--- config.mk ---
export PLATFORM = sky130hd
export DESIGN_NAME = pixel_stream_framer_flat
export DESIGN_NICKNAME = d
export VERILOG_FILES = /design/src/rtl/pixel_stream_pkg.sv /design/src/rtl/pixel_stream_framer_if.sv /design/src/rtl/framer_sync_fifo.sv /design/src/rtl/pixel_stream_framer.sv /design/src/flat_wrapper.sv
export SDC_FILE = /design/constraint.sdc
export NUM_CORES = 1
export LEC_CHECK = 0
export BUFFER_PORTS_ARGS = -buffer_cell sky130_fd_sc_hd__buf_2
export CAP_MARGIN = 20
export CORE_AREA = 2 2 171 173
export DETAILED_ROUTE_END_ITERATION = 7
export DIE_AREA = 0 0 173 175
export SETUP_SLACK_MARGIN = 0.5
export SYNTH_ARGS = -nofsm -noshare
export SYNTH_HDL_FRONTEND = slang
export SYNTH_SLANG_ARGS = --single-unit
--- constraint.sdc ---
create_clock -name axi_clk -period 7.3 [get_ports axi_clk]
set_input_delay 1.46 -clock axi_clk [delete_from_list [all_inputs] [get_ports axi_clk]]
set_output_delay 1.46 -clock axi_clk [all_outputs]
set_load 0.02 [all_outputs]
--- src/rtl/pixel_stream_pkg.sv ---
// Shared types for the pixel stream framer: FIFO entry layout and framing FSM states.
// Pure type definitions; no latency or backpressure of their own.
package pixel_stream_pkg;

  localparam int PIX_DATA_W = 32;

  typedef struct packed {
    logic                  last;
    logic [PIX_DATA_W-1:0] data;
  } fifo_entry_t;

  typedef enum logic {
    IDLE   = 1'b0,
    ACTIVE = 1'b1
  } framer_state_t;

endpackage

--- src/rtl/pixel_stream_framer_if.sv ---
// Valid/ready stream bundle; master drives valid/data/last and slave drives ready.
// The upstream side carries no last, so the slave modport omits it.
interface pixel_stream_framer_if
  import pixel_stream_pkg::*;
#(
  parameter int DATA_W = PIX_DATA_W
);
  logic              valid;
  logic              ready;
  logic [DATA_W-1:0] data;
  logic              last;

  modport master (output valid, output data, output last, input ready);
  modport slave  (input valid, input data, output ready);
endinterface

--- src/rtl/framer_sync_fifo.sv ---
// Synchronous first-word-fall-through FIFO reporting occupancy, full and empty.
// Write visible at the head the next cycle; the caller must never push when full without a pop.
module framer_sync_fifo #(
  parameter  int W     = 33,
  parameter  int DEPTH = 4,
  localparam int AW    = $clog2(DEPTH),
  localparam int CW    = AW + 1
) (
  input  logic          axi_clk,
  input  logic          axi_reset_n,
  input  logic          push,
  input  logic [W-1:0]  wr_dat,
  input  logic          pop,
  output logic [W-1:0]  rd_dat,
  output logic [CW-1:0] count,
  output logic          full,
  output logic          empty
);

  logic [W-1:0]  mem [DEPTH];
  logic [AW-1:0] wr_ptr;
  logic [AW-1:0] rd_ptr;

  always_ff @(posedge axi_clk or negedge axi_reset_n) begin
    if (!axi_reset_n) begin
      wr_ptr <= '0;
      rd_ptr <= '0;
      count  <= '0;
    end else begin
      if (push) wr_ptr <= wr_ptr + AW'(1);
      if (pop)  rd_ptr <= rd_ptr + AW'(1);
      count <= count + CW'(push) - CW'(pop);
    end
  end

  // Storage needs no reset: empty gates every use of the head downstream.
  always_ff @(posedge axi_clk) begin
    if (push) mem[wr_ptr] <= wr_dat;
  end

  assign rd_dat = mem[rd_ptr];
  assign full   = (count == CW'(DEPTH));
  assign empty  = (count == '0);

endmodule

--- src/rtl/pixel_stream_framer.sv ---
// Elastic re-framer between the pixel inverter and S2MM DMA; FWFT, 1-cycle latency, ready drops with 2 slots spare.
// Build option PIXEL_FRAMER_STATS_EN adds a 16-bit completed-frame counter on frame_count.
module pixel_stream_framer
  import pixel_stream_pkg::*;
#(
  parameter int DATA_W = PIX_DATA_W,
  parameter int LEN_W  = 20,
  parameter int DEPTH  = 4
) (
  input  logic                   axi_clk,
  input  logic                   axi_reset_n,
  input  logic [LEN_W-1:0]       frame_words,
  pixel_stream_framer_if.slave   s_axis,
  pixel_stream_framer_if.master  m_axis,
  output logic                   frame_done,
  output logic                   overflow,
  output logic [15:0]            frame_count
);

  localparam int             CW      = $clog2(DEPTH) + 1;
  localparam logic [CW-1:0]  RDY_THR = CW'(DEPTH - 3);

  fifo_entry_t     wr_entry;
  fifo_entry_t     rd_entry;
  logic            push;
  logic            pop;
  logic            full;
  logic            empty;
  logic [CW-1:0]   count;
  logic [CW-1:0]   count_next;
  logic            rdy_q;

  framer_state_t   state;
  framer_state_t   state_next;
  logic [LEN_W-1:0] cnt;
  logic [LEN_W-1:0] cnt_next;
  logic [LEN_W-1:0] len;
  logic [LEN_W-1:0] len_next;
  logic [LEN_W-1:0] len_eff;

  // Writes ignore s_axis.ready so the inverter's late valid still lands; a pop frees a full slot first.
  assign pop        = !empty && m_axis.ready;
  assign push       = s_axis.valid && (!full || pop);
  assign count_next = count + CW'(push) - CW'(pop);

  framer_sync_fifo #(
    .W     ($bits(fifo_entry_t)),
    .DEPTH (DEPTH)
  ) u_fifo (
    .axi_clk     (axi_clk),
    .axi_reset_n (axi_reset_n),
    .push        (push),
    .wr_dat      (wr_entry),
    .pop         (pop),
    .rd_dat      (rd_entry),
    .count       (count),
    .full        (full),
    .empty       (empty)
  );

  always_comb begin
    state_next     = state;
    cnt_next       = cnt;
    len_next       = len;
    len_eff        = (frame_words == '0) ? LEN_W'(1) : frame_words;
    wr_entry.data  = s_axis.data;
    wr_entry.last  = 1'b0;
    case (state)
      IDLE: begin
        if (push) begin
          wr_entry.last = (len_eff == LEN_W'(1));
          if (len_eff != LEN_W'(1)) begin
            len_next   = len_eff;
            cnt_next   = LEN_W'(1);
            state_next = ACTIVE;
          end
        end
      end
      ACTIVE: begin
        if (push) begin
          wr_entry.last = (cnt == len - LEN_W'(1));
          if (cnt == len - LEN_W'(1)) begin
            cnt_next   = '0;
            state_next = IDLE;
          end else begin
            cnt_next   = cnt + LEN_W'(1);
          end
        end
      end
      default: state_next = IDLE;
    endcase
  end

  always_ff @(posedge axi_clk or negedge axi_reset_n) begin
    if (!axi_reset_n) begin
      state    <= IDLE;
      cnt      <= '0;
      len      <= '0;
      rdy_q    <= 1'b0;
      overflow <= 1'b0;
    end else begin
      state <= state_next;
      cnt   <= cnt_next;
      len   <= len_next;
      rdy_q <= (count_next <= RDY_THR);
      if (s_axis.valid && !push) overflow <= 1'b1;
    end
  end

  assign s_axis.ready = rdy_q;
  assign m_axis.valid = !empty;
  assign m_axis.data  = empty ? '0 : rd_entry.data;
  assign m_axis.last  = !empty && rd_entry.last;
  assign frame_done   = pop && rd_entry.last;

`ifdef PIXEL_FRAMER_STATS_EN
  always_ff @(posedge axi_clk or negedge axi_reset_n) begin
    if (!axi_reset_n)    frame_count <= '0;
    else if (frame_done) frame_count <= frame_count + 16'd1;
  end
`else
  assign frame_count = 16'd0;
`endif

endmodule

--- src/flat_wrapper.sv ---
// flat-port wrapper written by rule: the top's interface ports become plain ports
module pixel_stream_framer_flat import pixel_stream_pkg::*;
#(
  parameter int DATA_W = PIX_DATA_W,
  parameter int LEN_W  = 20,
  parameter int DEPTH  = 4
)
  (axi_clk, axi_reset_n, frame_words, frame_done, overflow, frame_count, s_axis_valid, s_axis_data, s_axis_ready, m_axis_valid, m_axis_data, m_axis_last, m_axis_ready);
  pixel_stream_framer_if #(.DATA_W(DATA_W)) s_axis_i ();
  pixel_stream_framer_if #(.DATA_W(DATA_W)) m_axis_i ();
  input  logic axi_clk;
  input  logic axi_reset_n;
  input  logic [LEN_W-1:0] frame_words;
  output logic frame_done;
  output logic overflow;
  output logic [15:0] frame_count;
  input wire logic [$bits(s_axis_i.valid)-1:0] s_axis_valid;
  input wire logic [$bits(s_axis_i.data)-1:0] s_axis_data;
  output wire logic [$bits(s_axis_i.ready)-1:0] s_axis_ready;
  output wire logic [$bits(m_axis_i.valid)-1:0] m_axis_valid;
  output wire logic [$bits(m_axis_i.data)-1:0] m_axis_data;
  output wire logic [$bits(m_axis_i.last)-1:0] m_axis_last;
  input wire logic [$bits(m_axis_i.ready)-1:0] m_axis_ready;
  assign s_axis_i.valid = s_axis_valid;
  assign s_axis_i.data = s_axis_data;
  assign s_axis_ready = s_axis_i.ready;
  assign m_axis_valid = m_axis_i.valid;
  assign m_axis_data = m_axis_i.data;
  assign m_axis_last = m_axis_i.last;
  assign m_axis_i.ready = m_axis_ready;
  pixel_stream_framer #(.DATA_W(DATA_W), .LEN_W(LEN_W), .DEPTH(DEPTH)) u_core (.axi_clk(axi_clk), .axi_reset_n(axi_reset_n), .frame_words(frame_words), .s_axis(s_axis_i), .m_axis(m_axis_i), .frame_done(frame_done), .overflow(overflow), .frame_count(frame_count));
endmodule
# Word-level counts from Yosys, hierarchy flattened
# Memories as Yosys holds them, arrays and structs flattened.
# Index checks and enable logic that the tools add are counted.
# classes
addsub	6
magnitude_cmp	1
eq_ne	7
n_mux	17
bitwise	1
n_reduce_logical	13
# op_table
op	count
$mux W20	5
$pmux W20 S2	1
$mux W32	1
$add A20 B1 Y20 const B	1
$eq A20 B1 Y1 const B	1
$eq A20 B20 Y1	1
$logic_not A20 Y1	1
$ne A20 B1 Y1 const B	1
$sub A20 B1 Y20 const B	1
$mux W1	8
$ne A2 B1 Y1 const B	3
$reduce_and A3 Y1	2
$logic_and A1 B1 Y1	5
$add A2 B1 Y2 const B	2
$pmux W1 S2	2
$add A3 B1 Y3	1
$eq A3 B3 Y1 const B	1
$le A3 B1 Y1 const B	1
$logic_not A1 Y1	3
$logic_not A3 Y1	1
$sub A3 B1 Y3	1
$logic_or A1 B1 Y1	1
$not A1 Y1	1
# word_totals
regBits	50
mem_bits_rw	132
input_bits	56
out_inout_bits	53
wordCells	54
n_memories	1
# memory_table
name	depth	word_bits	read_ports	rd_ports_with_merged_regs	wr	line_no	source
u_core.u_fifo.mem	4	33	1	0	1	framer_sync_fifo.sv:20	logic [W-1:0] mem [DEPTH];

# Longest topological paths before layout
# depth
ltp_word	8
depth_mapped	13

# Modules after synthesis
# From an unflattened synthesis, not the netlist that was laid out.
# hier_totals
hier_cells	567
area_unflattened_um2	8398.1
# by_module_without_submodules
mod	n_inst	cells_per_inst	area_per_inst_um2	seq_area_each_um2
framer_sync_fifo	1	207	5202.5	4139.0
pixel_stream_framer	1	360	3195.6	1076.0

# Least setup slack after synthesis
# Ideal clock, no wire load.
# synth_timing
path_kind	reg-to-output
start	register u_core.u_fifo.rd_ptr[0]
end	output m_axis_data[10]
t_arrival_ns	1.998
required_time_ns	5.840
setup_slack_ns	3.842
stages_incl_launch_ff	5
cell_sequence	dfrtp_1 -> clkbuf_1 -> buf_1 -> mux4_2 -> and2_1
# synth_via
elab_chain_len	2
# synth_lines
item	line_no	source
start: declaration	framer_sync_fifo.sv:22	logic [AW-1:0] rd_ptr;
start signal: assignment	framer_sync_fifo.sv:31	if (pop) rd_ptr <= rd_ptr + AW'(1);
$mem_v2 Z4 W33	-	
$mux W32	pixel_stream_framer.sv:112	assign m_axis.data = empty ? '0 : rd_entry.data;
end: declaration	flat_wrapper.sv:21	output wire logic [$bits(m_axis_i.data)-1:0] m_axis_data;
# No other way between the ends.

# Final worst setup path
# layout_timing
start	register u_core.len[0]
end	register u_core.cnt[8]
# layout_via
elab_chain_len	5
# layout_lines
item	line_no	source
start: declaration	pixel_stream_framer.sv:37	logic [LEN_W-1:0] len;
start signal: assignment	pixel_stream_framer.sv:104	len <= len_next;
$sub A20 B1 Y20	pixel_stream_framer.sv:82	if (cnt == len - LEN_W'(1)) begin
$eq A20 B20 Y1	pixel_stream_framer.sv:82	
$mux W20	pixel_stream_framer.sv:82	
$mux W20	pixel_stream_framer.sv:80	if (push) begin
$pmux W20 S2	pixel_stream_framer.sv:68	case (state)
end signal: assignment	pixel_stream_framer.sv:103	cnt <= cnt_next;
end: declaration	pixel_stream_framer.sv:35	logic [LEN_W-1:0] cnt;
# No other way between the ends. The select of a mux whose other input is x is not followed.
# A chain may end at the register's enable or synchronous reset.

==> out/qor.txt <==
status: completed
endpoints failing hold: 0
vias in the first global route: 5072
DR iter-0 viols: 361
CP bufs+invs: 1
Worst Reg-to-Reg Cells: 10
antenna cells: 0
Setup WS post-layout: 3270 ps
GR Overflow Total: 0
Design Power: 3.86 mW
CP cell instances: inv_1 -> ha_1 -> or4b_1 -> or4_4 -> mux2i_1 -> o211ai_1 -> a21oi_1 -> or4b_1 -> nand2_1 -> o311ai_0
Die H: 175 um
Rel. slew slack: 0.351
CTS resizes: 0
Avg Vias per Cell: 4.69
top cell type by total area after synthesis: edfxtp_1
Period Utilization, post-route: 0.552
Worst EP arrival: 4330 ps
clk_skew: 15.8 ps
DR pass1 iterations: 5
Post CTS Setup Buffer Count: 0
Die Width: 173 um
largest net degree at the start of global routing: 51
clk_lat worst skew: 430 ps
slowest CP cell: or4b_1
total die area: 0.0303 mm^2
max_cap viols: 0
I/O pin cnt: 109
CTS root buf: clkbuf_16
Place WS: 3220 ps
CP most frequent cell: or4b_1
area delta synth->final: 17.4%
Final GP Congestion: 0.795
FF+latch count, synth: 182
Filler cells: 2762
WL final: 17200 um
Pins Over Slew Limit: 0
Pleak: 3.56 nW
WHS: 471 ps
clock slew at reported path FFs: 80 ps
most instantiated cells after synthesis: edfxtp_1, dfrtp_1, and2_1
hold path depth: 1
post-route insts no fill: 1083
GRT Total Usage: 0.115
syn avg cell area: 14.0 um^2
DR WL/cell: 15.9 um
CTS buffer count: 17
Slew @ Worst Pin: 973 ps
first-pass GRT wire length: 27500 um
row cnt: 62
post-synth cell types: 55
fmax: 0.248 GHz
CP max FO: 24
DRC viols: 0
RSZ-0062 raised after global routing: no
Critical Path RT: 7600 ps
VDD IR-drop max: 0.000182 V
initial antenna violation count: 0
Final HPWL DP: 11100 um
layout cell share with drive strength beyond 1: 0.278
count leader, synth: edfxtp_1
critical path class: reg2reg
Critical Path Stages: 10
Yosys top cell area share: 0.473
cell family with most CP delay: simple AND/OR/NAND/NOR gates
Starting Density: 0.295
fin area: 0.00985 mm^2
CTS tree: done
CP startpoint kind: flip-flop
Routed Antenna Nets: 0
CP peak stage delay: 690 ps
Gate Count Post-Synth: 601
Placed Cells: 1051
Ys Warns: 0
Post-synth ARST share: 0.275
TritonCTS Sinks: 182
sequential share of the synthesized area: 0.622
Setup TNS Final: 0 ps
number of synthesized flops with an enable pin: 132
Cell Pwr Density: 392 mW/mm^2
Primary FF master, synth: edfxtp_1
Mapped Area: 0.00839 mm^2
CTS max path bufs: 2
Final setup viols: 0
Placeable Area: 0.0284 mm^2
H-tree levels: 4
hold_buf cts: 0
final core utilization: 0.347
worst min path class: reg2reg
placed cell area: 0.00919 mm^2
I/O Buffers: 92
Tmin final: 4030 ps
synth top area cells: edfxtp_1, dfrtp_1, mux4_2
Final nets: 751
crit end category: flip-flop
via count: 5077
## state kept, by name, indices dropped and copies added, names as in the netlist
name                  cells
u_core.u_fifo.mem       132
u_core.u_fifo.wr_ptr      2
u_core.overflow           1
u_core.cnt               20
u_core.s_axis.ready       1
u_core.len               20
u_core.u_fifo.rd_ptr      2
u_core.u_fifo.count       3
u_core.state              1
## path summary, 6_finish.rpt
check	slack [ps]	startpoint	end
max reg2reg	3270	u_core.len[0]$_DFFE_PN0P_	u_core.cnt[8]$_DFFE_PN0P_
max in group asynchronous	5650	axi_reset_n	u_core.u_fifo.rd_ptr[0]$_DFFE_PN0P_
min reg2reg	470	u_core.overflow$_DFFE_PN0P_	u_core.overflow$_DFFE_PN0P_
max	3270	u_core.len[0]$_DFFE_PN0P_	u_core.cnt[8]$_DFFE_PN0P_
min in group asynchronous	1140	axi_reset_n	u_core.len[19]$_DFFE_PN0P_
min	470	u_core.overflow$_DFFE_PN0P_	u_core.overflow$_DFFE_PN0P_
## area by class of cell
type / instances / area (um^2) / share of cell area
clock buffer: 17 / 425 / 0.0432
inverter: 19 / 71.3 / 0.00724
tap: 384 / 480 / 0.0488
timing repair buffer: 102 / 536 / 0.0544
multi-input combinational: 364 / 2890 / 0.293
sequential: 182 / 5220 / 0.530
clock inverter: 15 / 234 / 0.0238
## layout by cell type (no fill, tap or decap), types with 3 or more instances in the layout
master,count
nand4_1,12
mux2i_1,6
o21a_1,4
nand2b_1,3
mux2_2,20
or4_1,3
o21ai_0,12
edfxtp_1,132
inv_1,19
nor4_1,13
nand3_1,22
o211ai_1,3
inv_12,8
nor2_1,19
nand2_1,37
or3_1,8
clkbuf_16,17
nor2b_1,5
o311ai_0,3
and2_1,38
a21oi_1,10
a31oi_1,10
buf_2,92
and3_1,5
ha_1,8
xor2_1,10
conb_1,16
xnor2_1,18
mux4_2,33
or2_2,3
dfrtp_1,49
buf_4,10
nor3_1,18
## metal layers
metal | wire, um | vias to the layer above | track usage
li1 | - | 2398 | -
met1 | 8000 | 2509 | 0.152
met2 | 8130 | 159 | 0.191
met3 | 877 | 11 | 0.0257
met4 | 167 | 0 | 0.0307
met5 | 0 | - | 0
## power by group
| part | internal, mW | leakage (nW) | total (mW) | switching, mW |
|---|---|---|---|---|
| Combinational | 0.586 | 1.40 | 1.33 | 0.744 |
| Clock | 0.497 | 0.318 | 1.00 | 0.508 |
| Sequential | 1.36 | 1.83 | 1.52 | 0.162 |
## logic make-up (layout without fill, tap and decap cells)
| kind of cell | Yosys count | after routing | synth area share |
|---|---|---|---|
| buf+inv | 70 | 153 | 0.0407 |
| mux | 59 | 59 | 0.123 |
| simple gates | 196 | 196 | 0.128 |
| xor+xnor | 28 | 28 | 0.0292 |
| flops | 182 | 182 | 0.622 |
| compound gates | 56 | 56 | 0.0431 |
| other cells | 1 | 16 | 0.000447 |
| fa+ha+maj | 9 | 9 | 0.0143 |
(Power assumes the default switching activity.)
